**src/rtl/slot_sched_ctrl_if.sv**
```systemverilog
// Request, actuator and status signals of the three-slot color bay controller.
// The controller connects through the slave modport; pickup/dispatch/actuator models use master.
interface slot_sched_ctrl_if;
   logic       st_valid;
   logic [1:0] st_color;
   logic       st_ready;
   logic       rt_valid;
   logic [1:0] rt_color;
   logic       rt_ready;
   logic       act_cmd_valid;
   logic       act_cmd_op;
   logic [1:0] act_cmd_slot;
   logic       act_ready;
   logic       act_done;
   logic [1:0] pos1;
   logic [1:0] pos2;
   logic [1:0] pos3;
   logic       rsp_valid;
   logic [1:0] rsp_status;
   logic       busy;

   modport slave (
      input  st_valid, st_color, rt_valid, rt_color, act_ready, act_done,
      output st_ready, rt_ready, act_cmd_valid, act_cmd_op, act_cmd_slot,
      output pos1, pos2, pos3, rsp_valid, rsp_status, busy
   );

   modport master (
      output st_valid, st_color, rt_valid, rt_color, act_ready, act_done,
      input  st_ready, rt_ready, act_cmd_valid, act_cmd_op, act_cmd_slot,
      input  pos1, pos2, pos3, rsp_valid, rsp_status, busy
   );
endinterface

```
**src/rtl/slot_sched_ctrl.sv**
```systemverilog
// Sequencing controller for the three-slot color bay: arbitrates store/retrieve requests,
// drives the bay actuator and owns slot occupancy. Optional macro: TIMEOUT_RETRY_EN.
module slot_sched_ctrl #(
   parameter int unsigned MOVE_TIMEOUT = 255,
   parameter int unsigned TO_W         = 16
) (
   input  logic             clk,
   input  logic             rst,
   slot_sched_ctrl_if.slave bus_if,
   output logic [1:0]       state_o
);

   // Handshake rule for every valid/ready pair here: a transfer happens on a rising edge
   // where both valid and ready are high; ready never waits on anything but the valids.

   typedef enum logic [1:0] {
      IDLE  = 2'd0,
      ISSUE = 2'd1,
      WAIT  = 2'd2,
      RESP  = 2'd3
   } state_e;

   localparam logic [1:0]      ST_OK      = 2'b00;
   localparam logic [1:0]      ST_ST_REJ  = 2'b01;
   localparam logic [1:0]      ST_RT_MISS = 2'b10;
   localparam logic [1:0]      ST_TIMEOUT = 2'b11;
   localparam logic            PRIO_ST    = 1'b0;
   localparam logic            PRIO_RT    = 1'b1;
   localparam logic [TO_W-1:0] TO_LAST    = TO_W'(MOVE_TIMEOUT - 1);

   state_e          state_q, state_d;
   logic            prio_q, prio_d;
   logic            op_q, op_d;
   logic [1:0]      slot_q, slot_d;
   logic [1:0]      color_q, color_d;
   logic [1:0]      status_q, status_d;
   logic [TO_W-1:0] cnt_q, cnt_d;
   logic [1:0]      pos0_q, pos0_d;
   logic [1:0]      pos1_q, pos1_d;
   logic [1:0]      pos2_q, pos2_d;
`ifdef TIMEOUT_RETRY_EN
   logic            retry_q, retry_d;
`endif

   logic       st_rdy, rt_rdy;
   logic       st_acc, rt_acc;
   logic [2:0] free_vec;
   logic [2:0] st_hit;
   logic [2:0] rt_hit;
   logic [1:0] free_idx;
   logic [1:0] rt_idx;
   logic       st_reject;
   logic       rt_reject;

   always_comb begin
      st_rdy = (state_q == IDLE) && (!bus_if.rt_valid || (prio_q == PRIO_ST));
      rt_rdy = (state_q == IDLE) && (!bus_if.st_valid || (prio_q == PRIO_RT));
      st_acc = bus_if.st_valid && st_rdy;
      rt_acc = bus_if.rt_valid && rt_rdy;
   end

   // Slot lookups: lowest empty slot for stores, the slot holding the color for retrieves.
   always_comb begin
      free_vec = {pos2_q == 2'b00, pos1_q == 2'b00, pos0_q == 2'b00};
      st_hit   = {pos2_q == bus_if.st_color, pos1_q == bus_if.st_color,
                  pos0_q == bus_if.st_color};
      rt_hit   = {pos2_q == bus_if.rt_color, pos1_q == bus_if.rt_color,
                  pos0_q == bus_if.rt_color};

      if (free_vec[0]) begin
         free_idx = 2'd0;
      end else if (free_vec[1]) begin
         free_idx = 2'd1;
      end else begin
         free_idx = 2'd2;
      end

      if (rt_hit[0]) begin
         rt_idx = 2'd0;
      end else if (rt_hit[1]) begin
         rt_idx = 2'd1;
      end else begin
         rt_idx = 2'd2;
      end

      st_reject = (bus_if.st_color == 2'b00) || (|st_hit) || !(|free_vec);
      rt_reject = (bus_if.rt_color == 2'b00) || !(|rt_hit);
   end

   always_comb begin
      state_d  = state_q;
      prio_d   = prio_q;
      op_d     = op_q;
      slot_d   = slot_q;
      color_d  = color_q;
      status_d = status_q;
      cnt_d    = cnt_q;
      pos0_d   = pos0_q;
      pos1_d   = pos1_q;
      pos2_d   = pos2_q;
`ifdef TIMEOUT_RETRY_EN
      retry_d  = retry_q;
`endif

      // Contention only exists when both streams present; the loser gets the next turn.
      if (bus_if.st_valid && bus_if.rt_valid && (st_acc || rt_acc)) begin
         prio_d = ~prio_q;
      end

      case (state_q)
         IDLE: begin
            if (st_acc) begin
               op_d    = 1'b0;
               color_d = bus_if.st_color;
`ifdef TIMEOUT_RETRY_EN
               retry_d = 1'b0;
`endif
               if (st_reject) begin
                  status_d = ST_ST_REJ;
                  state_d  = RESP;
               end else begin
                  slot_d  = free_idx;
                  state_d = ISSUE;
               end
            end else if (rt_acc) begin
               op_d    = 1'b1;
               color_d = bus_if.rt_color;
`ifdef TIMEOUT_RETRY_EN
               retry_d = 1'b0;
`endif
               if (rt_reject) begin
                  status_d = ST_RT_MISS;
                  state_d  = RESP;
               end else begin
                  slot_d  = rt_idx;
                  state_d = ISSUE;
               end
            end
         end

         ISSUE: begin
            if (bus_if.act_ready) begin
               cnt_d   = '0;
               state_d = WAIT;
            end
         end

         WAIT: begin
            cnt_d = cnt_q + TO_W'(1);
            // A completion in the final timeout cycle still counts as success.
            if (bus_if.act_done) begin
               case (slot_q)
                  2'd0:    pos0_d = op_q ? 2'b00 : color_q;
                  2'd1:    pos1_d = op_q ? 2'b00 : color_q;
                  default: pos2_d = op_q ? 2'b00 : color_q;
               endcase
               status_d = ST_OK;
               state_d  = RESP;
            end else if (cnt_q == TO_LAST) begin
`ifdef TIMEOUT_RETRY_EN
               if (!retry_q) begin
                  retry_d = 1'b1;
                  state_d = ISSUE;
               end else begin
                  status_d = ST_TIMEOUT;
                  state_d  = RESP;
               end
`else
               status_d = ST_TIMEOUT;
               state_d  = RESP;
`endif
            end
         end

         RESP: begin
            state_d = IDLE;
         end

         default: begin
            state_d = IDLE;
         end
      endcase
   end

   always_ff @(posedge clk) begin
      if (rst) begin
         state_q  <= IDLE;
         prio_q   <= PRIO_ST;
         op_q     <= 1'b0;
         slot_q   <= 2'd0;
         color_q  <= 2'b00;
         status_q <= ST_OK;
         cnt_q    <= '0;
         pos0_q   <= 2'b00;
         pos1_q   <= 2'b00;
         pos2_q   <= 2'b00;
`ifdef TIMEOUT_RETRY_EN
         retry_q  <= 1'b0;
`endif
      end else begin
         state_q  <= state_d;
         prio_q   <= prio_d;
         op_q     <= op_d;
         slot_q   <= slot_d;
         color_q  <= color_d;
         status_q <= status_d;
         cnt_q    <= cnt_d;
         pos0_q   <= pos0_d;
         pos1_q   <= pos1_d;
         pos2_q   <= pos2_d;
`ifdef TIMEOUT_RETRY_EN
         retry_q  <= retry_d;
`endif
      end
   end

   always_comb begin
      bus_if.st_ready      = st_rdy;
      bus_if.rt_ready      = rt_rdy;
      bus_if.act_cmd_valid = (state_q == ISSUE);
      bus_if.act_cmd_op    = op_q;
      bus_if.act_cmd_slot  = slot_q;
      bus_if.pos1          = pos0_q;
      bus_if.pos2          = pos1_q;
      bus_if.pos3          = pos2_q;
      bus_if.rsp_valid     = (state_q == RESP);
      bus_if.rsp_status    = status_q;
      bus_if.busy          = (state_q != IDLE);
      state_o              = state_q;
   end

endmodule

```
**src/flat_wrapper.sv**
```systemverilog
// flat-port wrapper written by rule: the top's interface ports become plain ports
module slot_sched_ctrl_flat 
#(
   parameter int unsigned MOVE_TIMEOUT = 255,
   parameter int unsigned TO_W         = 16
)
  (clk, rst, state_o, bus_if_st_valid, bus_if_st_color, bus_if_rt_valid, bus_if_rt_color, bus_if_act_ready, bus_if_act_done, bus_if_st_ready, bus_if_rt_ready, bus_if_act_cmd_valid, bus_if_act_cmd_op, bus_if_act_cmd_slot, bus_if_pos1, bus_if_pos2, bus_if_pos3, bus_if_rsp_valid, bus_if_rsp_status, bus_if_busy);
  slot_sched_ctrl_if bus_if_i ();
  input  logic clk;
  input  logic rst;
  output logic [1:0] state_o;
  input wire logic [$bits(bus_if_i.st_valid)-1:0] bus_if_st_valid;
  input wire logic [$bits(bus_if_i.st_color)-1:0] bus_if_st_color;
  input wire logic [$bits(bus_if_i.rt_valid)-1:0] bus_if_rt_valid;
  input wire logic [$bits(bus_if_i.rt_color)-1:0] bus_if_rt_color;
  input wire logic [$bits(bus_if_i.act_ready)-1:0] bus_if_act_ready;
  input wire logic [$bits(bus_if_i.act_done)-1:0] bus_if_act_done;
  output wire logic [$bits(bus_if_i.st_ready)-1:0] bus_if_st_ready;
  output wire logic [$bits(bus_if_i.rt_ready)-1:0] bus_if_rt_ready;
  output wire logic [$bits(bus_if_i.act_cmd_valid)-1:0] bus_if_act_cmd_valid;
  output wire logic [$bits(bus_if_i.act_cmd_op)-1:0] bus_if_act_cmd_op;
  output wire logic [$bits(bus_if_i.act_cmd_slot)-1:0] bus_if_act_cmd_slot;
  output wire logic [$bits(bus_if_i.pos1)-1:0] bus_if_pos1;
  output wire logic [$bits(bus_if_i.pos2)-1:0] bus_if_pos2;
  output wire logic [$bits(bus_if_i.pos3)-1:0] bus_if_pos3;
  output wire logic [$bits(bus_if_i.rsp_valid)-1:0] bus_if_rsp_valid;
  output wire logic [$bits(bus_if_i.rsp_status)-1:0] bus_if_rsp_status;
  output wire logic [$bits(bus_if_i.busy)-1:0] bus_if_busy;
  assign bus_if_i.st_valid = bus_if_st_valid;
  assign bus_if_i.st_color = bus_if_st_color;
  assign bus_if_i.rt_valid = bus_if_rt_valid;
  assign bus_if_i.rt_color = bus_if_rt_color;
  assign bus_if_i.act_ready = bus_if_act_ready;
  assign bus_if_i.act_done = bus_if_act_done;
  assign bus_if_st_ready = bus_if_i.st_ready;
  assign bus_if_rt_ready = bus_if_i.rt_ready;
  assign bus_if_act_cmd_valid = bus_if_i.act_cmd_valid;
  assign bus_if_act_cmd_op = bus_if_i.act_cmd_op;
  assign bus_if_act_cmd_slot = bus_if_i.act_cmd_slot;
  assign bus_if_pos1 = bus_if_i.pos1;
  assign bus_if_pos2 = bus_if_i.pos2;
  assign bus_if_pos3 = bus_if_i.pos3;
  assign bus_if_rsp_valid = bus_if_i.rsp_valid;
  assign bus_if_rsp_status = bus_if_i.rsp_status;
  assign bus_if_busy = bus_if_i.busy;
  slot_sched_ctrl #(.MOVE_TIMEOUT(MOVE_TIMEOUT), .TO_W(TO_W)) u_core (.clk(clk), .rst(rst), .bus_if(bus_if_i), .state_o(state_o));
endmodule
```
**config.mk**
```make
export PLATFORM = sky130hd
export DESIGN_NAME = slot_sched_ctrl_flat
export DESIGN_NICKNAME = d
export VERILOG_FILES = /design/src/rtl/slot_sched_ctrl_if.sv /design/src/rtl/slot_sched_ctrl.sv /design/src/flat_wrapper.sv
export SDC_FILE = /design/constraint.sdc
export NUM_CORES = 1
export LEC_CHECK = 0
export ABC_AREA = 0
export CAP_MARGIN = 10
export CORE_ASPECT_RATIO = 2
export CORE_MARGIN = 10
export CORE_UTILIZATION = 40
export DETAILED_ROUTE_END_ITERATION = 10
export PLACE_DENSITY = 0.73
export SLEW_MARGIN = 15
export SYNTH_ARGS = -nofsm -noshare
export SYNTH_HDL_FRONTEND = slang
export SYNTH_SLANG_ARGS = --single-unit
```
**constraint.sdc**
```tcl
create_clock -name clk -period 3.48 [get_ports clk]
set_input_delay 1.044 -clock clk [delete_from_list [all_inputs] [get_ports clk]]
set_output_delay 1.044 -clock clk [all_outputs]
set_load 0.02 [all_outputs]
```
=== After elaboration in Yosys (flattened, before gate mapping) ===
Index checks and enable logic that the tools add are counted.

* Register bits: 32
* Logic and storage cells: 99

* Bitwise logic cells: 2
* Multiplexer cells: 29
* Equality and inequality tests: 18
* Add/subtract/negate cells: 1
* Reduce and logical (&&, ||, !) cells: 39

{| class="wikitable"
|+ Operator list
! kind !! number
|-
| $mux 2 || 23
|-
| $pmux 16 s2 || 1
|-
| $add 16x1->16 const B || 1
|-
| $eq 16x8->1 const B || 1
|-
| $mux 16 || 1
|-
| $logic_not 2->1 || 7
|-
| $eq 2x2->1 || 6
|-
| $reduce_and 3->1 || 4
|-
| $reduce_or 3->1 || 3
|-
| $pmux 2 s4 || 1
|-
| $reduce_bool 2->1 || 4
|-
| $logic_and 1x1->1 || 6
|-
| $logic_or 1x1->1 || 6
|-
| $ne 3x1->1 const B || 2
|-
| $reduce_and 5->1 || 1
|-
| $eq 2x1->1 const B || 2
|-
| $eq 2x2->1 const B || 2
|-
| $logic_not 1->1 || 4
|-
| $ne 2x2->1 const B || 2
|-
| $pmux 2 s2 || 1
|-
| $reduce_and 2->1 || 2
|-
| $reduce_and 4->1 || 1
|-
| $ne 3x2->1 const B || 1
|-
| $ne 3x3->1 const B || 1
|-
| other kinds (4) || 6
|}

=== Longest topological paths before layout ===
Gate-level depths: netlist of the first run.

* Depth after elaboration: 8
* Depth in mapped cells: 8

=== Worst setup path before layout of the first run ===
No wires, ideal clock.

* Path kind: input -> output
* Start point: input port bus_if_st_valid
* End point: output port bus_if_rt_ready
* Data required time: 2.436 ns
* Arrival time: 1.438 ns
* Path buffers: 0
* Path slack: 0.998 ns
* Cell stages on the path: 1
* Cells stage by stage: a21oi_1

* Cells in the longest elaborated chain, start to end: 3

{| class="wikitable"
|+ RTL lines
! element !! line !! RTL
|-
| from (decl) || flat_wrapper.sv:12 || <nowiki>input wire logic [$bits(bus_if_i.st_valid)-1:0] bus_if_st_valid;</nowiki>
|-
| $logic_not 1->1 || slot_sched_ctrl.sv:57 || <nowiki>rt_rdy = (state_q == IDLE) && (!bus_if.st_valid || (prio_q == PRIO_RT));</nowiki>
|-
| $logic_or 1x1->1 || slot_sched_ctrl.sv:57 ||
|-
| $logic_and 1x1->1 || slot_sched_ctrl.sv:57 ||
|-
| to (decl) || flat_wrapper.sv:19 || <nowiki>output wire logic [$bits(bus_if_i.rt_ready)-1:0] bus_if_rt_ready;</nowiki>
|}

Every way passes these cells.

=== Worst setup path after layout of the first run ===
Same ends and word-level chain as after synthesis.

==> metrics.txt, run 1 <==
Least-Margin Pin Slew 0.562 ns; Max Slew Vio Count 0; Wirelength per Cell 14.4 um; area of the die 7820 sq um; Area growth, synth to finish 23.8%; placed instance count 296; largest net degree at the start of global routing 14; cts hold-fix bufs 0; clk slew on worst S/H paths 0.07 ns; pre-CTS WS 0.132 ns; Crit-path slowest cell clkdlybuf4s50_1; crit end category output port; CTS tree yes; Sink Count 32; DPL Wire Length 3420 um; post-route setup TNS 0 ns; worst r2r src u_core.state_o[1]; Synth async-reset ratio 0; Sequential cell area 641 sq um; slowest stage delay, CP 0.63 ns; post_cts resized 0; Crit path arrival time 2.29 ns; Antenna Nets Post-Route 0; Finished Layout Cells 304; synthesized net count 234; max cap viols 0; Post-CTS Setup Repair Bufs 0; cell mode on critical path clkdlybuf4s50_1; # H-tree levels 2; RSZ-0062 raised after global routing false; CP delay by family, top buffers and inverters; Clock Latency Late Sink 0.29 ns; vias in the first global route 1625; die height 115 um; Post-Route WL 4370 um; worst path cell trace clkdlybuf4s50_1, a21oi_1, clkdlybuf4s50_1; status finished, final reports clean; pwr dens 603 nW/um^2; Seq cells post-synth 32; largest fanout on the critical path 2; area taken by multi-input logic gates 1110 sq um; Iter 0 DRT Violations 96; Min-Delay Endpoint u_core.bus_if.rsp_status[1]; Setup CP Type in2out; Hold Slack 0.474 ns; startpoint of the worst hold path u_core.bus_if.rsp_status[1]; Leak 0.875 nW; final period utilization 0.957; DRC viols 0; number of port buffers 27; Core Area 4380 sq um; I/O pin total 28; RR Endpoint u_core.cnt_q[13]; most frequent cells in the layout nor2_1, dfxtp_1, clkdlybuf4s50_1; VDD IR-drop max 0.000334 V; Chip Width 67.7 um; Tot Pwr 1.36 mW; EDFF count, synth 0; CP Buf/Inv Count 2; Setup WS post-layout 0.149 ns; fmax 0.300 GHz; r2r setup slk 1.31 ns; HP Class reg2reg; GR Overflow Total 0; Vias/cell 5.36; TritonCTS buffer count 5; antenna violations before repair 0; CTS root buf clkbuf_8; via count 1630; Longest Clk Path Bufs 2; YS warnings 0; Synth Flop Type dfxtp_1; first-pass GRT wire length 7270 um; GRT Overall Usage 0.119; post-layout min period 3.33 ns; CP Data Required Time 2.44 ns; Post-layout nets 265; # setup viols final 0; drt first pass iters 4; n_diodes 0; row count 34; share of layout cells above drive strength 1 0.0800; Mapped Avg Cell Area 8.36 sq um; reg2reg path depth 7; Initial Util 0.416; crit start category input port; GPL Wtd Cong 0.828; endpoints failing hold 0; fill count 411; max_slew headroom 0.623; most common cell after layout, fill and taps aside nor2_1; Mapped Area 1820 sq um; final setup skew 0.00496 ns; post-synth cell types 45; Hold Path Depth 2; Gate Count Post-Synth 218; Seq/Total Area, Yosys 0.352
through the flow:
| stage | cell area, sq um | util |
|---|---|---|
| floorplan | 1820 | - |
| global placement | 2160 | 0.493 |
| detailed placement | 2160 | 0.493 |
| CTS | 2260 | 0.515 |
| global route | 2260 | 0.515 |
| finish | 2260 | 0.515 |
sequential cells by signal (all words and copies together) (netlist names), 2 cells and up:
register                    flops
u_core.bus_if.rsp_status        2
u_core.state_o                  2
u_core.bus_if.act_cmd_slot      2
u_core.bus_if.pos1              2
u_core.cnt_q                   16
u_core.bus_if.pos2              2
u_core.color_q                  2
u_core.bus_if.pos3              2
worst reg2reg max path, stage by stage (launching register included):
cell     delay [ns]
dfxtp_1        0.41
ha_1           0.42
mux2i_1        0.28
nor3b_2        0.36
and3_1         0.27
nand3_1        0.11
xor2_1         0.15
nor2_1         0.06
cells by family after synthesis:
| family | count (synthesis) | share of synthesized area |
|---|---|---|
| flip-flops | 32 | 0.352 |
| multiplexers | 12 | 0.0659 |
| AND/OR/NAND/NOR | 90 | 0.236 |
| adder cells (fa/ha/maj) | 6 | 0.0412 |
| buffers and inverters | 18 | 0.0398 |
| AO/OA/AOI/OAI | 38 | 0.159 |
| XOR/XNOR | 22 | 0.106 |
cells in the mapped netlist (all sizes together) (6+ instances only):
master	n	share of area
nand2	17	0.035
a21oi	10	0.030
xnor2	11	0.053
dfxtp	32	0.35
nor2	38	0.078
mux2i	12	0.066
ha	6	0.041
nand2b	7	0.024
xor2	11	0.053
inv	10	0.021
nand3	10	0.030
worst max-delay path by stage:
stage                          from               to  slack [ns]  cells after the start
floorplan           bus_if_st_valid  bus_if_rt_ready         1.0                      1
global placement    bus_if_st_valid  bus_if_rt_ready        0.16                      3
detailed placement  bus_if_st_valid  bus_if_rt_ready        0.13                      3
CTS                 bus_if_st_valid  bus_if_rt_ready        0.13                      3
global route        bus_if_st_valid  bus_if_rt_ready        0.09                      3
finish              bus_if_st_valid  bus_if_rt_ready        0.15                      3
metal layers:
layer,GRT usage,wire length [um]
met5,0,0
met3,0.0309,181
met1,0.108,1640
met2,0.222,2380
met4,0.0661,161
report_power, final:
part,switching [mW],internal (mW)
combinational,0.342,0.260
sequential,0.0464,0.415
clock,0.138,0.161
total,0.526,0.835
cell type report:
type                       count  area share
multi-input combinational    168       0.491
inverter                      10      0.0166
timing repair buffer          32       0.136
sequential                    32       0.284
clock buffer                   7      0.0383
tap                           54      0.0300
clock inverter                 1     0.00333
Power figures use the tool's default switching activity.
==> run 2: changes to the inputs <==
- GPL_ROUTABILITY_DRIVEN: not set -> 1
==> results of run 2 <==
Final layout, timing and power as in run 1 (identical DEF).
==> run 3: changes to the inputs <==
- CORE_MARGIN: 10 -> 3
- SKIP_LAST_GASP: not set -> 1
==> run 3 against run 2 <==
Clock skew up 0.0012 ns. Cell area up 0.61%. Core utilization up 0.31 points. Routed wire length down 2.8%. Fmax down 0.49%. Critical path type unchanged.
==> metrics.txt, run 3 (synthesis results as in run 1) <==
status finished, final reports clean; fmax 0.299 GHz (-0.49%); pwr dens 623 nW/um^2 (+3.2%); clk slew on worst S/H paths 0.06 ns (about the same); pre-CTS WS 0.130 ns (-0.00179 ns); vias in the first global route 1676 (+3.1%); Sink Count 32 (unchanged); Setup CP Type in2out; CTS tree yes; fin util 0.518 (+0.00314); slowest stage delay, CP 0.64 ns (about the same); GPL Wtd Cong 0.845 (+2.1%); post-layout min period 3.35 ns (+0.0165 ns); fill count 435 (+5.8%); Area growth, synth to finish 24.6%; antenna violations before repair 0 (unchanged); drt first pass iters 4 (unchanged); r2r setup slk 1.30 ns (about the same); area of the die 5450 sq um (-30%); max_slew headroom 0.615 (-0.00713); TritonCTS buffer count 5 (unchanged); number of flip-flops under the largest register name 16 (unchanged); final period utilization 0.962 (+0.00474); post-route setup TNS 0 ns (unchanged); Max Slew Vio Count 0 (unchanged); CTS root buf clkbuf_8; largest fanout on the critical path 2 (unchanged); crit start category input port; DPL Wire Length 3330 um (-2.8%); Setup WS post-layout 0.133 ns (-0.0165 ns); row count 34 (unchanged); Longest Clk Path Bufs 2 (unchanged); cts hold-fix bufs 0 (unchanged); Post-layout nets 265 (unchanged); DRC viols 0 (unchanged); I/O pin total 28 (unchanged); post_cts resized 0 (unchanged); CP Buf/Inv Count 2 (unchanged); Post-Route WL 4250 um (-2.8%); Vias/cell 5.39 (+0.49%); Hold Slack 0.478 ns (+0.00378 ns); Core Area 4380 sq um (unchanged); Crit path arrival time 2.30 ns (about the same); Iter 0 DRT Violations 42 (-56%); share of layout cells above drive strength 1 0.0800 (unchanged); Clock Latency Late Sink 0.28 ns (about the same); most common cell after layout, fill and taps aside nor2_1; number of port buffers 27 (unchanged); Sequential cell area 641 sq um (unchanged); Leak 0.885 nW (+1.2%); Chip Width 53.7 um (-21%); CP Data Required Time 2.44 ns (about the same); HP Class reg2reg; Initial Util 0.416 (unchanged); via count 1638 (+0.49%); Post-CTS Setup Repair Bufs 0 (unchanged); # setup viols final 0 (unchanged); worst path cell trace clkdlybuf4s50_1, a21oi_1, clkdlybuf4s50_1; most frequent cells in the layout nor2_1, dfxtp_1, clkdlybuf4s50_1; Antenna Nets Post-Route 0 (unchanged); n_diodes 0 (unchanged); Most flops, register u_core.cnt_q; RSZ-0062 raised after global routing false; GR Overflow Total 0 (unchanged); die height 101 um (-12%); GRT Overall Usage 0.184 (+0.0656); final setup skew 0.00619 ns (+0.00122 ns); CP delay by family, top buffers and inverters; cell mode on critical path clkdlybuf4s50_1; Least-Margin Pin Slew 0.572 ns (+0.0106 ns); crit end category output port; VDD IR-drop max 0.000343 V (+2.8%); largest net degree at the start of global routing 14 (unchanged); max cap viols 0 (unchanged); Crit-path slowest cell clkdlybuf4s50_1; area taken by multi-input logic gates 1110 sq um (unchanged); first-pass GRT wire length 7450 um (+2.5%); endpoints failing hold 0 (unchanged); Wirelength per Cell 14.0 um (-2.8%); # H-tree levels 2 (unchanged)
==> run 3: worst min-delay path, delay by kind of cell, from the launching register on <==
family | cells | cell delay, ns
flops | 1 | 0.31
simple gates | 1 | 0.06
mux | 1 | 0.06
==> run 3: layout make-up <==
class | count | area share
clock buffer | 6 | 0.0320
sequential | 32 | 0.282
timing repair buffer | 32 | 0.136
clock inverter | 2 | 0.0154
tap | 54 | 0.0298
multi-input combinational | 168 | 0.488
inverter | 10 | 0.0165
==> run 3: routing by layer <==
metal  part of all wire  vias to the layer above  GRT usage
li1                   -                      814          -
met1               0.36                      772      0.176
met2               0.56                       40      0.339
met3              0.033                       12     0.0324
met4              0.047                        0      0.112
met5                  0                        -          0
==> run 3: power by group <==
part | switching (mW) | internal (mW) | total (mW)
Combinational | 0.342 | 0.260 | 0.602
Sequential | 0.0479 | 0.415 | 0.463
Clock | 0.137 | 0.212 | 0.350
==> run 3: final timing paths <==
| path | from | end | cells past startpoint |
|---|---|---|---|
| max | bus_if_st_valid | bus_if_rt_ready | 3 |
| min | u_core.bus_if.rsp_status[1] | u_core.bus_if.rsp_status[1] | 2 |
| max reg2reg | u_core.state_o[0] | u_core.cnt_q[15] | 8 |
| min reg2reg | u_core.bus_if.rsp_status[1] | u_core.bus_if.rsp_status[1] | 2 |
==> run 3: through the flow <==
stage / std cells / area, sq um / power (mW)
final: 304 / 2270 / 1.41
after global routing: 304 / 2270 / 1.51
after CTS: 304 / 2270 / 1.43
after detailed placement: 296 / 2160 / 1.07
after global placement: 296 / 2160 / 1.07
after floorplan: 218 / 1820 / 0.850
